--- src/rtl/lms_dist_fifo.sv ---
`default_nettype none
// ============================================================================
// Module      : lms_dist_fifo
// Description : Single-clock FIFO on distributed (LUT) RAM for the LMS filter
//               path. Provides full/empty, programmable almost-full and
//               almost-empty flags, a fill-level count, overflow/underflow
//               pulses and a 1- or 2-cycle read latency (OUT_REG).
// Ports       : wr_clk          sole clock
//               asyn_rst        asynchronous active-high reset
//               wr_en_i         write request
//               wr_data_i       write word
//               rd_en_i         read request
//               rd_data_o       read word (holds when rd_valid_o is low)
//               rd_valid_o      rd_data_o carries a newly read word
//               full_o          level == DEPTH
//               almost_full_o   level >= ALMOST_FULL_NUM
//               empty_o         level == 0
//               almost_empty_o  level <= ALMOST_EMPTY_NUM
//               level_o         stored word count, 0..DEPTH
//               overflow_o      one-cycle pulse, write rejected
//               underflow_o     one-cycle pulse, read rejected
// Revision    : 1.0 - initial release
// ============================================================================
module lms_dist_fifo #(
    parameter int ADDR_WIDTH       = 4,
    parameter int DATA_WIDTH       = 16,
    parameter int OUT_REG          = 0,
    parameter int ALMOST_FULL_NUM  = 2**ADDR_WIDTH - 2,
    parameter int ALMOST_EMPTY_NUM = 2
) (
    input  logic                  wr_clk,
    input  logic                  asyn_rst,
    input  logic                  wr_en_i,
    input  logic [DATA_WIDTH-1:0] wr_data_i,
    input  logic                  rd_en_i,
    output logic [DATA_WIDTH-1:0] rd_data_o,
    output logic                  rd_valid_o,
    output logic                  full_o,
    output logic                  almost_full_o,
    output logic                  empty_o,
    output logic                  almost_empty_o,
    output logic [ADDR_WIDTH:0]   level_o,
    output logic                  overflow_o,
    output logic                  underflow_o
);

    localparam int                c_DEPTH    = 2**ADDR_WIDTH;
    localparam logic [ADDR_WIDTH:0] c_DEPTH_LVL = (ADDR_WIDTH+1)'(c_DEPTH);
    localparam logic [ADDR_WIDTH:0] c_AF_LVL    = (ADDR_WIDTH+1)'(ALMOST_FULL_NUM);
    localparam logic [ADDR_WIDTH:0] c_AE_LVL    = (ADDR_WIDTH+1)'(ALMOST_EMPTY_NUM);

    // Storage: synchronous write, asynchronous read, never reset.
    logic [DATA_WIDTH-1:0] mem_q [c_DEPTH];

    logic [ADDR_WIDTH:0]   wr_ptr_q,  wr_ptr_d;
    logic [ADDR_WIDTH:0]   rd_ptr_q,  rd_ptr_d;
    logic [ADDR_WIDTH:0]   level_q,   level_d;
    logic                  full_q,    full_d;
    logic                  afull_q,   afull_d;
    logic                  empty_q,   empty_d;
    logic                  aempty_q,  aempty_d;
    logic                  ovf_q,     ovf_d;
    logic                  udf_q,     udf_d;
    logic [DATA_WIDTH-1:0] rd_data1_q, rd_data1_d;
    logic                  rd_valid1_q;

    logic                  wr_acc;
    logic                  rd_acc;

    // Acceptance uses the registered flags, so a full FIFO never takes a
    // write even if a read drains it in the same cycle (and vice versa).
    assign wr_acc = wr_en_i & ~full_q;
    assign rd_acc = rd_en_i & ~empty_q;

    always_ff @(posedge wr_clk) begin
        if (wr_acc) begin
            mem_q[wr_ptr_q[ADDR_WIDTH-1:0]] <= wr_data_i;
        end
    end

    always_comb begin
        wr_ptr_d   = wr_ptr_q;
        rd_ptr_d   = rd_ptr_q;
        level_d    = level_q;
        rd_data1_d = rd_data1_q;

        if (wr_acc) begin
            wr_ptr_d = wr_ptr_q + 1'b1;
        end
        if (rd_acc) begin
            rd_ptr_d   = rd_ptr_q + 1'b1;
            rd_data1_d = mem_q[rd_ptr_q[ADDR_WIDTH-1:0]];
        end

        if (wr_acc && !rd_acc) begin
            level_d = level_q + 1'b1;
        end else if (rd_acc && !wr_acc) begin
            level_d = level_q - 1'b1;
        end

        // Flags track the next level so they move on the same edge as it.
        full_d   = (level_d == c_DEPTH_LVL);
        afull_d  = (level_d >= c_AF_LVL);
        empty_d  = (level_d == '0);
        aempty_d = (level_d <= c_AE_LVL);
        ovf_d    = wr_en_i & full_q;
        udf_d    = rd_en_i & empty_q;
    end

    always_ff @(posedge wr_clk or posedge asyn_rst) begin
        if (asyn_rst) begin
            wr_ptr_q    <= '0;
            rd_ptr_q    <= '0;
            level_q     <= '0;
            full_q      <= 1'b0;
            afull_q     <= 1'b0;
            empty_q     <= 1'b1;
            aempty_q    <= 1'b1;
            ovf_q       <= 1'b0;
            udf_q       <= 1'b0;
            rd_data1_q  <= '0;
            rd_valid1_q <= 1'b0;
        end else begin
            wr_ptr_q    <= wr_ptr_d;
            rd_ptr_q    <= rd_ptr_d;
            level_q     <= level_d;
            full_q      <= full_d;
            afull_q     <= afull_d;
            empty_q     <= empty_d;
            aempty_q    <= aempty_d;
            ovf_q       <= ovf_d;
            udf_q       <= udf_d;
            rd_data1_q  <= rd_data1_d;
            rd_valid1_q <= rd_acc;
        end
    end

    generate
        if (OUT_REG != 0) begin : g_out_reg
            // Free-running second stage: stage 1 holds its word when idle,
            // so copying every cycle keeps rd_data_o stable between reads.
            logic [DATA_WIDTH-1:0] rd_data2_q;
            logic                  rd_valid2_q;

            always_ff @(posedge wr_clk or posedge asyn_rst) begin
                if (asyn_rst) begin
                    rd_data2_q  <= '0;
                    rd_valid2_q <= 1'b0;
                end else begin
                    rd_data2_q  <= rd_data1_q;
                    rd_valid2_q <= rd_valid1_q;
                end
            end

            assign rd_data_o  = rd_data2_q;
            assign rd_valid_o = rd_valid2_q;
        end else begin : g_no_out_reg
            assign rd_data_o  = rd_data1_q;
            assign rd_valid_o = rd_valid1_q;
        end
    endgenerate

    assign full_o         = full_q;
    assign almost_full_o  = afull_q;
    assign empty_o        = empty_q;
    assign almost_empty_o = aempty_q;
    assign level_o        = level_q;
    assign overflow_o     = ovf_q;
    assign underflow_o    = udf_q;

endmodule
`default_nettype wire

--- config.mk ---
export PLATFORM = sky130hd
export DESIGN_NAME = lms_dist_fifo
export DESIGN_NICKNAME = d
export VERILOG_FILES = /design/src/rtl/lms_dist_fifo.sv
export SDC_FILE = /design/constraint.sdc
export NUM_CORES = 1
export LEC_CHECK = 0
export BUFFER_PORTS_ARGS = -buffer_cell sky130_fd_sc_hd__buf_4
export CORE_UTILIZATION = 35
export CTS_CLUSTER_SIZE = 24
export DETAILED_ROUTE_END_ITERATION = 10
export PLACE_DENSITY = 0.51
export RECOVER_POWER = 25
export SLEW_MARGIN = 0
export SYNTH_ARGS = -nofsm -noshare
export SYNTH_HDL_FRONTEND = slang
export SYNTH_SLANG_ARGS = --single-unit
--- constraint.sdc ---
create_clock -name wr_clk -period 2.9 [get_ports wr_clk]
set_input_delay 0.58 -clock wr_clk [delete_from_list [all_inputs] [get_ports wr_clk]]
set_output_delay 0.58 -clock wr_clk [all_outputs]
set_load 0.01 [all_outputs]
==> results by group, run 1 <==
Finish
  • Leading cell types in the layout, fill and taps excluded: edfxtp_1, buf_4, mux2i_1, mux4_2, dfrtp_1
  • Register Area: 8596 µm²
  • N_diodes: 0
  • Multi-input gate area: 2618 µm²
  • Share of cells above drive strength 1: 0.2425
  • Final #Nets: 732
  • FILL cells: 2,801
  • Synth-to-Final Area Change: 17.83%
  • Commonest non-fill, non-tap cell in the layout: edfxtp_1

Detailed routing
  • Final ANT Viol Nets: 0
  • Routed vias/inst: 5.061
  • Detailed-route via count: 5,896
  • Wire per inst: 23.01 µm
  • # DRC: 0
  • Violation count after the first detailed-route iteration: 455
  • DRT Pass-1 Iters: 5
  • Drt total wl: 26,800 µm

CTS
  • CTS Buf Count: 31
  • Setup Buffers After CTS: 0
  • Root Buffer: clkbuf_16
  • Clock Pin Slew Worst Setup and Hold Paths: 60 ps
  • Hold_buf cts: 0
  • Post-CTS Resized: 0
  • CTS max path bufs: 3
  • CTS tree: yes
  • H-tree depth: 1
  • # clock sinks: 292
  • Worst-Skew Late Latency: 560 ps

Timing
  • Worst-Margin Slew: 737.5 ps
  • F_max: 464.1 MHz
  • Count of final setup violators: 0
  • Final Hold Vio Count: 0
  • Final WS setup: 745.4 ps
  • Post-Route Skew: 12.87 ps
  • Setup TNS: 0 ps
  • Max-slew headroom: 0.5083
  • Worst hold margin: 20.28 ps
  • RSZ-0062 raised after global routing: false
  • Fin. max-slew vios: 0
  • Period utilization: 0.7430
  • Fin crit period: 2155 ps

Critical path
  • Crit end category: flip-flop
  • Worst EP arrival: 2570 ps
  • Register-to-Register Path Depth: 4
  • Critical path class: reg -> reg
  • Worst-path maximum fanout: 26
  • Setup crit start kind: flip-flop
  • Critical Path RT: 3310 ps

Place
  • Place WS: 679.5 ps
  • PortBufs: 47
  • Placer Congestion: 0.7940
  • Hpwl dp: 16,500 µm

Global route
  • First-pass GRT wire length: 40,030 µm
  • Number of global-route vias before repair: 6,133
  • Initial antenna violation count: 0
  • GRT Total Usage: 0.1651
  • Pin count of the biggest net entering global routing: 27
  • Overflow after GRT: 0

Floorplan
  • Die W: 182.4 µm
  • Core area: 31,800 µm²
  • I/O pins: 48
  • Die Height: 182.4 µm
  • Initial Util: 0.3581
  • # rows: 65
  • Die area: 33,260 µm²

Yosys
  • Synth Cell Area: 11,390 µm²
  • Adder-cell area share of the yosys netlist: 0.007691
  • Synthesis Warnings: 0
  • Post-synthesis average cell area: 18.31 µm²
  • Mapped Cells: 622
  • Mux share of post-synthesis cell area: 0.1225
  • Compound-cell area share of the yosys netlist: 0.05076
  • Xor-xnor portion of the synthesized cell area: 0.008350
  • Synth Net Count: 649
  • Synth unique cells: 39
  • Area leader, netlist: edfxtp_1
  • Post-synthesis register bit count: 292
  • Synth top area share: 0.6750
  • Largest family of logic cells by synthesized area: multiplexers
  • Seq/Total Area, Yosys: 0.7543
  • Area contributors post-synth: edfxtp_1, dfrtp_1, mux4_2
  • Synth Area in Simple Gates: 0.03681

Power
  • PD cells: 998.2 nW/µm²
  • Pwr Total: 13.39 mW
  • Worst VDD drop: 0.0004430 V
  • P_leak: 4.620 nW

Status
  • Outcome: completed

Run
  • Max_cap viols: 0

Worst hold path
  • Hold Crit Class: in -> async
==> per-layer routing <==
metal	global-route usage	up-vias	part of all wire
li1	-	2632	-
met1	0.2297	3081	0.45
met2	0.2762	144	0.49
met3	0.01976	39	0.042
met4	0.04067	0	0.017
met5	0	-	0
==> metrics by stage <==
stage | area, µm² | instances | util
after global routing | 13420 | 1165 | 0.4220
after floorplan | 11390 | 622 | -
after global placement | 12460 | 1107 | 0.3917
final | 13420 | 1165 | 0.4220
after detailed placement | 12460 | 1107 | 0.3917
after CTS | 13460 | 1165 | 0.4234
==> flip-flops by register name, summed over array words and instances (netlist names) <==
name and cells:
mem_q 256, rd_data_o 16, level_o 5, rd_ptr_q 4
wr_ptr_q 4, almost_empty_o 1, almost_full_o 1, empty_o 1
full_o 1, overflow_o 1, rd_valid_o 1, underflow_o 1
==> critical path, cell delays in order (launching register included) <==
cell and delay (ps):
dfrtp_4 740, buf_12 260, mux4_2 520, o22ai_1 310, o21ai_0 170
==> Yosys cell counts, drive strengths merged <==
library cell / count
o22ai: 32
dfrtp: 34
edfxtp: 256
o31ai: 30
mux2i: 61
or2: 1
nor2: 32
nand3: 4
buf: 26
mux4: 34
ha: 7
o21ai: 20
dfstp: 2
mux2: 1
nor4: 2
xor2: 1
nand4b: 1
xnor2: 9
nand4: 2
a2111oi: 1
nand2b: 7
nor3: 6
nor2b: 1
and2: 2
a21oi: 3
inv: 6
nand2: 29
o21a: 1
clkbuf: 9
a31o: 1
nor4b: 1
==> power breakdown <==
group	total [mW]	internal, mW	switching (mW)
Combinational	3.73	1.66	2.06
Sequential	5.76	5.20	0.562
Clock	3.91	2.34	1.57
Total	13.4	9.20	4.20
==> final timing paths <==
check / from / endpoint / slack, ps
setup reg to reg: rd_ptr_q[0]$_DFFE_PP0P_ / rd_data_o[5]$_DFFE_PP0P_ / 750
min in group wr_clk: rd_en_i / underflow_o$_DFF_PP0_ / 270
setup / recovery: rd_ptr_q[0]$_DFFE_PP0P_ / rd_data_o[5]$_DFFE_PP0P_ / 750
max in group asynchronous: asyn_rst / empty_o$_DFF_PP1_ / 2170
hold / removal: asyn_rst / level_o[0]$_DFF_PP0_ / 20
hold reg to reg: rd_data_o[14]$_DFFE_PP0P_ / rd_data_o[14]$_DFFE_PP0P_ / 510
==> layout make-up <==
| type | count | area share |
|---|---|---|
| Sequential cell | 292 | 0.6406 |
| Timing Repair Buffer | 85 | 0.04699 |
| Multi-Input combinational cell | 289 | 0.1951 |
| Inverter | 6 | 0.001678 |
| Clock inverter | 18 | 0.01408 |
| Clock buffer | 40 | 0.06107 |
| Tap cell | 435 | 0.04056 |
==> logic make-up (layout without fill, tap and decap cells) <==
kind of cell / after synthesis / in the layout
AOI/OAI and AO/OA: 88 / 88
and+or+nand+nor: 88 / 88
muxes: 96 / 96
xor gates and xnor gates: 10 / 10
buffers and inverters: 41 / 149
DFF: 292 / 292
adders and majority gates: 7 / 7
Note: power is estimated with default switching activity, not from simulation.
==> inputs of run 2 (changes only) <==
- ABC_AREA: unset -> 1
- clock period: 2.9 -> 2.2 ns (I/O delays scaled with it)
==> run 2 against run 1 <==
Effect of this change: largest power group unchanged; non-clock buffer count grew 10; setup slack lost 350 ps; core utilization grew 0.091 points; clock-buffer cell count is the same; combinational power grew 67%; final cell count grew 36%; maximum frequency grew 20%; final area grew 3.6%; die area grew 3.8%; sequential share of layout area shrank 2.2 points; highest routed layer unchanged.
==> results by group, run 2 <==
Status
  • Outcome: completed

Yosys
  • Mapped Cells: 1,037 (+67%)
  • Post-synthesis average cell area: 11.40 µm² (-38%)
  • Synth Cell Area: 11,830 µm² (+3.8%)
  • Synth cell count leaders: nand2_1, edfxtp_1, nand3_1, buf_2, dfrtp_1
  • Async set-or-reset flop fraction in the synthesized netlist: 0.1233 (unchanged)
  • Synthesis Warnings: 0 (unchanged)
  • Area leader, netlist: edfxtp_1
  • Most frequent cell after synthesis: nand2_1
  • EDFF count, synth: 256 (unchanged)
  • Main synth FF type: edfxtp_1
  • Area contributors post-synth: edfxtp_1, nand2_1, dfrtp_1
  • Synth top area share: 0.6501 (-0.02493)
  • Post-synthesis register bit count: 292 (unchanged)
  • Synth Net Count: 1,064 (+64%)
  • Seq/Total Area, Yosys: 0.7265 (-0.02786)
  • Synth unique cells: 25 (-36%)

Timing
  • Fin. max-slew vios: 0 (unchanged)
  • Period utilization: 0.8194 (+0.07641)
  • Worst-Margin Slew: 991.4 ps (+253.9 ps)
  • RSZ-0062 raised after global routing: false
  • Max-slew headroom: 0.3391 (-0.1693)
  • Count of final setup violators: 0 (unchanged)
  • Setup TNS: 0 ps (unchanged)
  • Final Hold Vio Count: 0 (unchanged)
  • Post-Route Skew: 14.78 ps (+1.910 ps)
  • Fin crit period: 1803 ps (-352.0 ps)
  • F_max: 554.7 MHz (+20%)
  • Final WS setup: 397.4 ps (-348.0 ps)

Critical path
  • Critical path class: reg -> reg
  • Critical Path RT: 2440 ps (-870 ps)
  • Worst path cell trace: nor2_2 > nand2_1 > nor2_2 > buf_4
  • Worst EP arrival: 2040 ps (-530 ps)
  • Worst-path maximum fanout: 16 (-38%)
  • R2r startpoint: full_o$_DFF_PP0_
  • Reg2reg end: mem_q[2][3]$_DFFE_PP_
  • Crit path max-delay cell type: dfrtp_1
  • Register-to-Register Path Depth: 4 (unchanged)
  • R2R setup slack: 400 ps (-350 ps)
  • CP most frequent cell: nor2_2
  • Setup crit start kind: flip-flop
  • Crit end category: flip-flop
  • Crit-path max cell delay: 410 ps (-330 ps)

Floorplan
  • Die area: 34,530 µm² (+3.8%)
  • Die Height: 185.8 µm (+1.9%)
  • I/O pins: 48 (unchanged)
  • Die W: 185.8 µm (+1.9%)
  • Initial Util: 0.3598 (+0.001656)
  • # rows: 66 (+1.5%)
  • Core area: 32,870 µm² (+3.4%)

Detailed routing
  • WL met2: 14,520 µm (+11%)
  • Routed vias/inst: 4.914 (-2.9%)
  • DR WL met3: 1709 µm (+51%)
  • Violation count after the first detailed-route iteration: 691 (+52%)
  • Drt total wl: 31,340 µm (+17%)
  • DRT Pass-1 Iters: 5 (unchanged)
  • Top Layer Used: met4
  • Wire per inst: 19.84 µm (-14%)
  • Final ANT Viol Nets: 0 (unchanged)
  • Wl on met1: 14,400 µm (+19%)
  • # DRC: 0 (unchanged)
  • Detailed-route via count: 7,764 (+32%)

CTS
  • # clock sinks: 292 (unchanged)
  • Setup Buffers After CTS: 0 (unchanged)
  • Worst-Skew Late Latency: 560 ps (about the same)
  • Clock Pin Slew Worst Setup and Hold Paths: 60 ps (about the same)
  • Root Buffer: clkbuf_16
  • CTS max path bufs: 3 (unchanged)
  • H-tree depth: 1 (unchanged)
  • CTS tree: yes
  • CTS Buf Count: 31 (unchanged)

Power
  • Flop pwr share: 0.394 (-0.036)
  • PD cells: 1319 nW/µm² (+32%)
  • Sw Pwr: 6.747 mW (+61%)
  • P_leak: 5.394 nW (+17%)
  • Cell internal pwr: 11.59 mW (+26%)
  • Combinational share of power: 0.340 (+0.062)
  • Worst VDD drop: 0.0006437 V (+45%)
  • Fraction of power spent switching nets: 0.3679 (+0.05450)
  • Clk network pwr share: 0.267 (-0.025)

Finish
  • Share of cells above drive strength 1: 0.1274 (-0.1150)
  • Leading cell types in the layout, fill and taps excluded: nand2_1, edfxtp_1, nand3_1, buf_4, dfrtp_1
  • Number of flip-flops in the largest register: 256 (unchanged)
  • Final #Nets: 1,140 (+56%)
  • N_diodes: 0 (unchanged)
  • Synth-to-Final Area Change: 17.54%
  • Commonest non-fill, non-tap cell in the layout: nand2_1

Global route
  • Overflow after GRT: 0 (unchanged)
  • Pin count of the biggest net entering global routing: 72 (+170%)
  • Initial antenna violation count: 0 (unchanged)
  • GRT Total Usage: 0.1876 (+0.02254)
  • Number of global-route vias before repair: 7,533 (+23%)
  • First-pass GRT wire length: 47,050 µm (+18%)

Worst hold path
  • Hold Crit Class: in -> reg
  • Min-Delay Endpoint: overflow_o$_DFF_PP0_
  • Hold_sp: wr_en_i
  • WHS Path Cells: 3

Place
  • Placer Congestion: 0.8248 (+3.9%)
  • PortBufs: 47 (unchanged)
  • Place WS: 258.4 ps (-421.1 ps)
  • Hpwl dp: 20,020 µm (+21%)

Run
  • Max_cap viols: 0 (unchanged)
## run 2: cell count changes after synthesis, sizes merged, moves of 7 or more
cell	before	now
nand2	29	430
nand3	4	160
mux2i	61	0
mux4	34	0
o22ai	32	0
o31ai	30	0
a21oi	3	30
inv	6	23
o21ai	20	4
buf	26	41
xnor2	9	0
nand2b	7	0
xor2	1	8
## run 2: critical path, delay by kind of cell (launching register included)
kind | cells | cell delay (ps)
AND/OR/NAND/NOR | 3 | 760
buffers and inverters | 1 | 300
flip-flops | 1 | 410
## run 2: cell families after synthesis
| family | Yosys count | synth area share |
|---|---|---|
| flops | 292 | 0.7265 |
| compound gates | 34 | 0.01439 |
| buf+inv | 77 | 0.02984 |
| fa+ha+maj | 7 | 0.007406 |
| simple gates | 619 | 0.2160 |
| xor+xnor | 8 | 0.005926 |
## run 2: worst max path at each step
stage | endpoint | start | cells past startpoint | slack [ps]
2_1_floorplan | mem_q[11][0]$_DFFE_PP_ | full_o$_DFF_PP0_ | 4 | 260
3_3_place_gp | mem_q[7][11]$_DFFE_PP_ | wr_en_i | 6 | 280
3_5_place_dp | mem_q[7][11]$_DFFE_PP_ | wr_en_i | 6 | 260
4_1_cts | mem_q[7][9]$_DFFE_PP_ | full_o$_DFF_PP0_ | 4 | 390
5_1_grt | mem_q[7][9]$_DFFE_PP_ | full_o$_DFF_PP0_ | 4 | 250
6_report | mem_q[2][3]$_DFFE_PP_ | full_o$_DFF_PP0_ | 4 | 400
## run 2: area by class of cell
cell class	count	area, µm²
Timing Repair Buffer	95	784.5
Clock buffer	40	809.5
Fill cell	3192	18970
Multi-Input combinational cell	668	2924
Inverter	25	96.34
Clock inverter	18	137.6
Sequential cell	292	8594
Tap cell	442	553.0
## run 2: stage by stage
stage | power, mW | area (µm²) | instances | hold WS (ps) | utilization
after floorplan | 10.94 | 11830 | 1037 | 513.5 | -
after global placement | 13.58 | 13000 | 1521 | 470.6 | 0.3955
after detailed placement | 13.61 | 13000 | 1521 | 472.3 | 0.3955
after CTS | 18.51 | 13960 | 1580 | 78.11 | 0.4246
after global routing | 19.43 | 13900 | 1580 | 77.45 | 0.4229
final | 18.34 | 13900 | 1580 | 90.44 | 0.4229
## run 2: power groups by stage
stage | clock network (mW) | registers (mW) | logic (mW)
after global routing | 5.20 | 7.28 | 6.95
after CTS | 4.98 | 7.22 | 6.31
after detailed placement | 0 | 7.32 | 6.29
after global placement | 0 | 7.32 | 6.26
final | 4.89 | 7.22 | 6.23
after floorplan | 0 | 7.27 | 3.67
## run 2: layer usage
metal  vias to the layer above  GRT usage
met5                         -          0
met4                         0    0.05082
met3                        47    0.02465
met2                       225     0.2967
met1                      3796     0.2706
li1                       3696          -
## run 2: timing repair
item,CTS,global route
resized for setup,0,0
hold buffers,1,0
hold endpoints to repair,15,0
